<file path="config.mk">
export PLATFORM = sky130hd
export DESIGN_NAME = spi_master_ctrl
export DESIGN_NICKNAME = d
export VERILOG_FILES = /design/src/rtl/spi_master_ctrl.sv
export SDC_FILE = /design/constraint.sdc
export NUM_CORES = 1
export LEC_CHECK = 0
export CAP_MARGIN = 20
export CELL_PAD_IN_SITES_DETAIL_PLACEMENT = 2
export CELL_PAD_IN_SITES_GLOBAL_PLACEMENT = 2
export CORE_UTILIZATION = 36
export DETAILED_ROUTE_END_ITERATION = 8
export PLACE_DENSITY = 0.78
export SLEW_MARGIN = 25
export SYNTH_ARGS = -nofsm -noshare
export SYNTH_HDL_FRONTEND = slang
export SYNTH_SLANG_ARGS = --single-unit
</file>
<file path="constraint.sdc">
create_clock -name clk -period 3.5 [get_ports clk]
set_input_delay 0.7 -clock clk [delete_from_list [all_inputs] [get_ports clk]]
set_output_delay 0.7 -clock clk [all_outputs]
set_load 0.05 [all_outputs]
</file>
<file path="src/rtl/spi_master_ctrl.sv">
// Host-side SPI master: takes one 10-bit command per handshake and frames it on SS_n/MOSI,
// one bit per clk, capturing an 8-bit MISO reply for read-data commands.
module spi_master_ctrl #(
  parameter int TAIL_CYC  = 2,
  parameter int RD_WAIT   = 2,
  parameter int DESEL_CYC = 1
) (
  input  logic       clk,
  input  logic       rst_n,
  input  logic       req_valid,
  output logic       req_ready,
  input  logic [1:0] req_op,
  input  logic [7:0] req_data,
  output logic       rsp_valid,
  output logic [7:0] rsp_data,
  output logic       busy,
  output logic       SS_n,
  output logic       MOSI,
  input  logic       MISO
);

  typedef enum logic [2:0] {
    IDLE,
    SELECT,
    SHIFT,
    TAIL,
    RD_WAIT_ST,
    CAPTURE,
    DESELECT
  } state_t;

  localparam logic [3:0] SHIFT_LAST = 4'd9;
  localparam logic [3:0] CAP_LAST   = 4'd7;
  localparam logic [3:0] TAIL_LAST  = 4'(TAIL_CYC - 1);
  localparam logic [3:0] WAIT_LAST  = 4'(RD_WAIT - 1);
  localparam logic [3:0] DESEL_LAST = 4'(DESEL_CYC - 1);

  state_t      state_q, state_d;
  logic [3:0]  cnt_q, cnt_d;
  logic [9:0]  word_q, word_d;
  logic        rd_q, rd_d;
  logic [7:0]  rx_q, rx_d;
  logic [7:0]  rsp_data_q, rsp_data_d;
  logic        rsp_valid_q, rsp_valid_d;
  logic        ss_n_q, ss_n_d;
  logic        mosi_q, mosi_d;
  logic        ready_q, ready_d;
  logic        busy_q, busy_d;

  // Handshake: a command transfers on a rising edge where req_valid and req_ready are both 1;
  // req_ready is high only in IDLE, so req_valid while busy is simply not observed.
  always_comb begin
    state_d     = state_q;
    cnt_d       = cnt_q + 4'd1;
    word_d      = word_q;
    rd_d        = rd_q;
    rx_d        = rx_q;
    rsp_data_d  = rsp_data_q;
    rsp_valid_d = 1'b0;
    ss_n_d      = 1'b0;
    mosi_d      = 1'b0;
    unique case (state_q)
      IDLE: begin
        cnt_d  = 4'd0;
        ss_n_d = 1'b1;
        if (req_valid && ready_q) begin
          state_d = SELECT;
          rd_d    = (req_op == 2'b11);
          word_d  = (req_op == 2'b11) ? {2'b11, 8'h00} : {req_op, req_data};
          ss_n_d  = 1'b0;
          mosi_d  = req_op[1];
        end
      end
      SELECT: begin
        state_d = SHIFT;
        cnt_d   = 4'd0;
        mosi_d  = word_q[9];
      end
      SHIFT: begin
        if (cnt_q == SHIFT_LAST) begin
          state_d = rd_q ? RD_WAIT_ST : TAIL;
          cnt_d   = 4'd0;
        end else begin
          // Bit 9 is already on the wire; expose the next bit and shift it into place.
          mosi_d = word_q[8];
          word_d = {word_q[8:0], 1'b0};
        end
      end
      TAIL: begin
        if (cnt_q == TAIL_LAST) begin
          state_d = DESELECT;
          cnt_d   = 4'd0;
          ss_n_d  = 1'b1;
        end
      end
      RD_WAIT_ST: begin
        if (cnt_q == WAIT_LAST) begin
          state_d = CAPTURE;
          cnt_d   = 4'd0;
        end
      end
      CAPTURE: begin
        rx_d = {rx_q[6:0], MISO};
        if (cnt_q == CAP_LAST) begin
          state_d     = DESELECT;
          cnt_d       = 4'd0;
          ss_n_d      = 1'b1;
          rsp_valid_d = 1'b1;
          rsp_data_d  = {rx_q[6:0], MISO};
        end
      end
      DESELECT: begin
        ss_n_d = 1'b1;
        if (cnt_q == DESEL_LAST) begin
          state_d = IDLE;
          cnt_d   = 4'd0;
        end
      end
      default: begin
        state_d = IDLE;
        cnt_d   = 4'd0;
        ss_n_d  = 1'b1;
      end
    endcase
    ready_d = (state_d == IDLE);
    busy_d  = (state_d != IDLE);
  end

  always_ff @(posedge clk or negedge rst_n) begin
    if (!rst_n) begin
      state_q     <= IDLE;
      cnt_q       <= 4'd0;
      word_q      <= 10'd0;
      rd_q        <= 1'b0;
      rx_q        <= 8'h00;
      rsp_data_q  <= 8'h00;
      rsp_valid_q <= 1'b0;
      ss_n_q      <= 1'b1;
      mosi_q      <= 1'b0;
      ready_q     <= 1'b1;
      busy_q      <= 1'b0;
    end else begin
      state_q     <= state_d;
      cnt_q       <= cnt_d;
      word_q      <= word_d;
      rd_q        <= rd_d;
      rx_q        <= rx_d;
      rsp_data_q  <= rsp_data_d;
      rsp_valid_q <= rsp_valid_d;
      ss_n_q      <= ss_n_d;
      mosi_q      <= mosi_d;
      ready_q     <= ready_d;
      busy_q      <= busy_d;
    end
  end

  assign req_ready = ready_q;
  assign busy      = busy_q;
  assign rsp_valid = rsp_valid_q;
  assign rsp_data  = rsp_data_q;
  assign SS_n      = ss_n_q;
  assign MOSI      = mosi_q;

endmodule
</file>
==> impl_results.md, run 1 <==
* Outcome: completed
* Hold buffers post-CTS at 0
* CTS tree: yes
* Mapped Area at 1840 µm²
* Max Fclk at 423 MHz
* YS warnings at 0
* Clk sinks at 38
* Synth top area share at 49.0%
* CP Capture Type: primary output
* Number of max-cap violations at 0
* Fraction of layout cells with a size suffix above 1 at 13.1%
* Total GRT Usage at 20.1%
* Die area at 5400 µm²
* RSZ-0062 raised after global routing: no
* Power density over the cells at 837 nW/µm²
* DRT iter0 DRCs at 57
* Pleak at 0.00100 µW
* Vias/cell at 5.22
* Skew-Pair Late Insertion Delay at 0.29 ns
* Post-Route Setup TNS at 0 ns
* Largest net degree at the start of global routing at 39
* Global-route wire length before repair at 7980 µm
* Final min period at 2.37 ns
* Postcts setup bufs at 0
* Wirelength per Cell at 17.4 µm
* Final Total Pwr at 1860 µW
* Cts bufs inserted at 5
* Most common cell in the synthesized netlist: dfrtp_1
* Hold Vio Cnt, Final at 0
* Slew Viols, Final at 0
* Post-Syn Nets at 197
* Die Height at 73.5 µm
* Die width at 73.5 µm
* Top-Level Pins at 27
* Unique cell type count in the Yosys netlist at 44
* Rows at 25
* DRC Markers at 0
* Starting density of the core at 38.2%
* Cell-by-cell trace of the critical path: clkdlybuf4s50_1
* Critical Path Fanout Max at 3
* Sequential fraction of the synthesis area at 51.9%
* Worst VDD drop at 0.403 mV
* Cells after Synth at 180
* Critical Path AT at 1.67 ns
* I/O Buffers at 26
* Root Driver: clkbuf_8
* Core Util, Final at 46.1%
* Family with the most delay on the worst path: buffers and inverters
* Via Count at 1424
* CP max stage delay at 0.82 ns
* Core area at 4820 µm²
* Antenna-violating nets left at 0
* DPL Wire Length at 3370 µm
* Layout overhead on the synthesized area at 20.8%
* Setup CP Type: reg2out
* Maximum buffer depth of the clock tree at 2
* Synthesized area per cell at 10.2 µm²
* Post-synth top area cell: dfrtp_1
* Gp weighted congestion at 0.724
* Post-CTS sizing at 0
* Crit path buf inv count at 1
* Most used DFF post-synth: dfrtp_1
* DRT Pass-1 Iters at 3
* Endpoints failing setup at 0
* Synthesized flop and latch total at 38
* Final net count at 222
* Worst EP required at 2.80 ns
* H-tree levels at 2
* Top cells by area, synth: dfrtp_1 (49%), nand2_1 (6.1%), mux2_2 (4.3%)
* Worst min path class: reg2reg
* Slew margin rel. at 42.4%
* Total grt overflow at 0
* Fillers at 534
* CP max stage cell: clkdlybuf4s50_1
* Clock Skew at 0.00728 ns
* Worst Tran Pin Value at 0.861 ns
* Worst setup SP type: register
* EDFF count, synth at 0
* Fin crit share at 67.6%
* Number of global-route vias before repair at 1566
* Synth cell count leaders: dfrtp_1 (36), nand2_1 (30), a21oi_1 (15)
* Drt total wl at 4740 µm
* Ant. Diodes at 0
* Initial antenna violation count at 0
* CTS clk-pin slew, worst paths at 0.08 ns
* Asr flop ratio synth at 100%
metrics by stage:
stage / area [µm²] / cells / hold slack (ns) / worst slack (ns)
after floorplan: 1840 / 180 / 0.404 / 1.90
final: 2220 / 273 / 0.480 / 1.13
after CTS: 2220 / 273 / 0.489 / 1.11
after global routing: 2220 / 273 / 0.525 / 1.10
after detailed placement: 2130 / 265 / 0.464 / 1.41
after global placement: 2130 / 265 / 0.458 / 1.47
registers in the layout, indices dropped and copies added, names as in the netlist:
name       count
cnt_q          4
rd_q           1
busy           1
MOSI           1
state_q        3
rx_q           7
req_ready      1
rsp_data       8
word_q        10
SS_n           1
rsp_valid      1
layer usage:
metal | wire length, µm | part of all wire (%) | global-route usage, %
met1 | 2080 | 44 | 25.1
met2 | 2510 | 53 | 34.6
met3 | 97 | 2.0 | 4.12
met4 | 47 | 0.99 | 6.41
met5 | 0 | 0 | 0
power breakdown:
group / internal, µW / switching [µW]
logic: 333 / 490
clock network: 159 / 155
registers: 578 / 143
total: 1070 / 787
logic make-up after synthesis:
logic type	Yosys count	share of synthesized area (%)
multiplexers	9	5.38
buffers and inverters	20	5.99
AO/OA/AOI/OAI	39	14.0
adder cells (fa/ha/maj)	3	2.04
flip-flops	38	51.9
XOR/XNOR	2	0.953
AND/OR/NAND/NOR	69	19.8
worst reg2reg max path: cells and delay by family, from the launching register on:
family | cells | cell delay, ns
compound gates | 2 | 0.28
flops | 1 | 0.62
simple gates | 2 | 0.90
buf+inv | 1 | 0.25
layout by cell type, fill, tap and decap left out, types with 2 or more instances in the layout:
cell type	netlist	final
a21oi_1	15	15
nand2_1	30	30
mux2_2	7	7
a22oi_1	7	7
dfstp_2	2	2
nor3_1	3	3
nor2_1	14	14
dfrtp_1	36	36
nor2b_1	3	3
mux2i_1	2	2
nand3_1	3	3
clkdlybuf4s50_1	0	25
inv_1	10	10
nand3b_1	3	3
clkbuf_8	0	6
ha_1	3	3
a41oi_1	2	2
nand2b_1	2	2
xnor2_1	2	2
o21ai_0	4	4
path summary, 6_finish.rpt:
check	end	slack, ns	from	cells after the start
setup / recovery	req_ready	1.13	req_ready$_DFF_PN1_	1
hold / removal	rsp_data[5]$_DFFE_PN0P_	0.48	rsp_data[5]$_DFFE_PN0P_	2
setup reg to reg	word_q[0]$_DFFE_PN0P_	1.37	state_q[1]$_DFF_PN0_	5
hold reg to reg	rsp_data[5]$_DFFE_PN0P_	0.48	rsp_data[5]$_DFFE_PN0P_	2
max in group asynchronous	word_q[3]$_DFFE_PN0P_	2.43	rst_n	1
min in group asynchronous	cnt_q[3]$_DFF_PN0_	0.52	rst_n	1
cell type report:
class	count	area, µm²	area share, %
Clock inverter	1	5.00	0.225
Clock buffer	7	86.3	3.89
Tap cell	67	83.8	3.78
Sequential cell	38	953	43.0
Inverter	11	53.8	2.42
Multi-Input combinational cell	122	774	34.9
Timing Repair Buffer	27	263	11.8
Power figures use the tool's default switching activity.
==> inputs of run 2 (changes only) <==
- CORE_UTILIZATION: 36 -> 31
- PLACE_DENSITY: 0.78 -> 0.71
- clock period: 3.5 -> 1.95 ns (I/O delays scaled with it)
==> impl_results.md, run 2 (synthesized netlist as in run 1, its figures left out) <==
* Finished Cell Area at 2320 µm² (+4.3%)
* Slew Viols, Final at 0 (unchanged)
* Worst Tran Pin Value at 0.552 ns (-0.309 ns)
* Endpoints failing setup at 0 (unchanged)
* I/O Buffers at 26 (unchanged)
* DPL Wire Length at 3570 µm (+6.0%)
* Worst setup SP type: register
* H-tree levels at 2 (unchanged)
* Wirelength per Cell at 17.4 µm (about the same)
* Maximum buffer depth of the clock tree at 2 (unchanged)
* DRC Markers at 0 (unchanged)
* Family with the most delay on the worst path: buffers and inverters
* Antenna-violating nets left at 0 (unchanged)
* Die Height at 79 µm (+7.5%)
* Max reg flops at 10 (unchanged)
* Total GRT Usage at 18.1% (-2.0 points)
* CTS clk-pin slew, worst paths at 0.08 ns (about the same)
* Ant. Diodes at 0 (unchanged)
* Drt total wl at 4990 µm (+5.2%)
* Outcome: completed
* GR Layer Usage met3 at 3.79% (-0.32 points)
* Die width at 79 µm (+7.5%)
* Biggest register: word_q
* Power Internal at 1980 µW (+85%)
* Most frequent cells in the layout: dfrtp_1 (36), nand2_1 (30), clkdlybuf4s50_1 (23)
* Clock Skew at 0.00822 ns (+0.000937 ns)
* Final min period at 1.86 ns
* Sw power at 1470 µW (+87%)
* Root Driver: clkbuf_8
* Rows at 27 (+8.0%)
* Setup CP Type: reg2out
* Placed cells at 278 (+4.9%)
* Number of global-route vias before repair at 1668 (+6.5%)
* Worst min path class: in2async
* Via Count at 1461 (+2.6%)
* RSZ-0062 raised after global routing: no
* CP Capture Type: primary output
* CTS tree: yes
* Critical Path Fanout Max at 2 (-1)
* Layout overhead on the synthesized area at 26.0%
* Largest net degree at the start of global routing at 22 (-44%)
* Reg-to-Reg Start: cnt_q[1]$_DFF_PN0_
* Vias/cell at 5.09 (-2.4%)
* Commonest non-fill, non-tap cell in the layout: dfrtp_1
* Clock share of power at 16.2% (-0.7 points)
* Max Fclk at 537 MHz
* Hold Vio Cnt, Final at 0 (unchanged)
* CP max stage cell: clkdlybuf4s50_1
* Fraction of layout cells with a size suffix above 1 at 19.1% (+6.0 points)
* Critical register-to-register path endpoint: busy$_DFF_PN0_
* Comb power frac at 48.4% (+4.1 points)
* Switching Share at 42.7% (+0.28 points)
* Cell depth of the worst flop-to-flop path at 8 (+3)
* Fillers at 618 (+16%)
* Sequential power share at 35.3% (-3.5 points)
* Pleak at 0.00105 µW (+4.9%)
* Skew-Pair Late Insertion Delay at 0.29 ns (about the same)
* Number of max-cap violations at 0 (unchanged)
* DRT iter0 DRCs at 44 (-23%)
* CP max stage delay at 0.81 ns (about the same)
* Slew margin rel. at 63.0% (+21 points)
* Reg2Reg Setup Slack at 0.12 ns (-1.25 ns)
* Final Total Pwr at 3450 µW (+86%)
* Die area at 6240 µm² (+16%)
* Crit path buf inv count at 1 (unchanged)
* Global-route wire length before repair at 8490 µm (+6.4%)
* Total grt overflow at 0 (unchanged)
* GR Util met1 at 22.6% (-2.5 points)
* Top-Level Pins at 27 (unchanged)
* Core Util, Final at 41.3% (-4.8 points)
* Clk sinks at 38 (unchanged)
* Placed Area at 2200 µm² (+3.5%)
* Starting density of the core at 32.8% (-5.4 points)
* GR Util met2 at 30.8% (-3.8 points)
* Critical Path AT at 1.47 ns (-0.20 ns)
* Core area at 5610 µm² (+16%)
* DRT Pass-1 Iters at 4 (+1)
* Cell-by-cell trace of the critical path: clkdlybuf4s50_1
* Fin crit share at 95.5%
* Final net count at 231 (+4.1%)
* Gp weighted congestion at 0.750 (+3.5%)
* Power density over the cells at 1490 nW/µm² (+78%)
* Worst EP required at 1.56 ns (-1.24 ns)
* Worst VDD drop at 0.550 mV (+36%)
* Initial antenna violation count at 0 (unchanged)
* Cts bufs inserted at 5 (unchanged)
* Post-Layout Cell Count at 287 (+5.1%)
* GRT busiest layer: met2
* Post-Route Setup TNS at 0 ns (unchanged)
run 2: routing by layer:
metal / up-vias / part of all wire [%]
li1: 690 / -
met1: 747 / 44
met2: 19 / 52
met3: 5 / 2.5
met4: 0 / 0.98
met5: - / 0
run 2: through the flow:
stage / hold WS [ns] / setup slack, ns
final: 0.0558 / 0.0885
after global routing: 0.0757 / 0.00216
after CTS: 0.0666 / 0.000436
after detailed placement: 0.398 / 0.0697
after global placement: 0.377 / 0.133
after floorplan: 0.0944 / 0.349
run 2: cell type report:
| type | count | area, µm² | share of cell area, % |
|---|---|---|---|
| Sequential cell | 38 | 953 | 41.2 |
| Multi-Input combinational cell | 122 | 791 | 34.1 |
| Timing Repair Buffer | 36 | 338 | 14.6 |
| Tap cell | 72 | 90.1 | 3.89 |
| Clock buffer | 5 | 68.8 | 2.97 |
| Inverter | 11 | 53.8 | 2.32 |
| Clock inverter | 3 | 21.3 | 0.918 |
run 2: timing repair:
action,CTS,global route
hold endpoints to repair,0,0
pin swaps,1,0
hold buffers,0,0
resized for setup,0,3
setup buffers,1,0
setup endpoints to repair,1,10
run 2: power by group through the flow:
stage	clock network (µW)	registers (µW)	logic [µW]
after CTS	587	1220	1680
after global routing	619	1250	1850
final	560	1220	1670
after floorplan	0	1290	1090
after detailed placement	0	1230	1630
after global placement	0	1200	1550
run 2: how the worst max path moves through the flow:
stage / from / cells past startpoint / to / slack [ns]
after floorplan: cnt_q[1]$_DFF_PN0_ / 6 / cnt_q[0]$_DFF_PN0_ / 0.35
after global placement: cnt_q[0]$_DFF_PN0_ / 6 / req_ready$_DFF_PN1_ / 0.13
after detailed placement: cnt_q[0]$_DFF_PN0_ / 6 / rsp_data[2]$_DFFE_PN0P_ / 0.07
after CTS: cnt_q[0]$_DFF_PN0_ / 6 / busy$_DFF_PN0_ / 0.0004
after global routing: cnt_q[1]$_DFF_PN0_ / 6 / cnt_q[3]$_DFF_PN0_ / 0.002
final: rsp_data[3]$_DFFE_PN0P_ / 1 / rsp_data[3] / 0.09
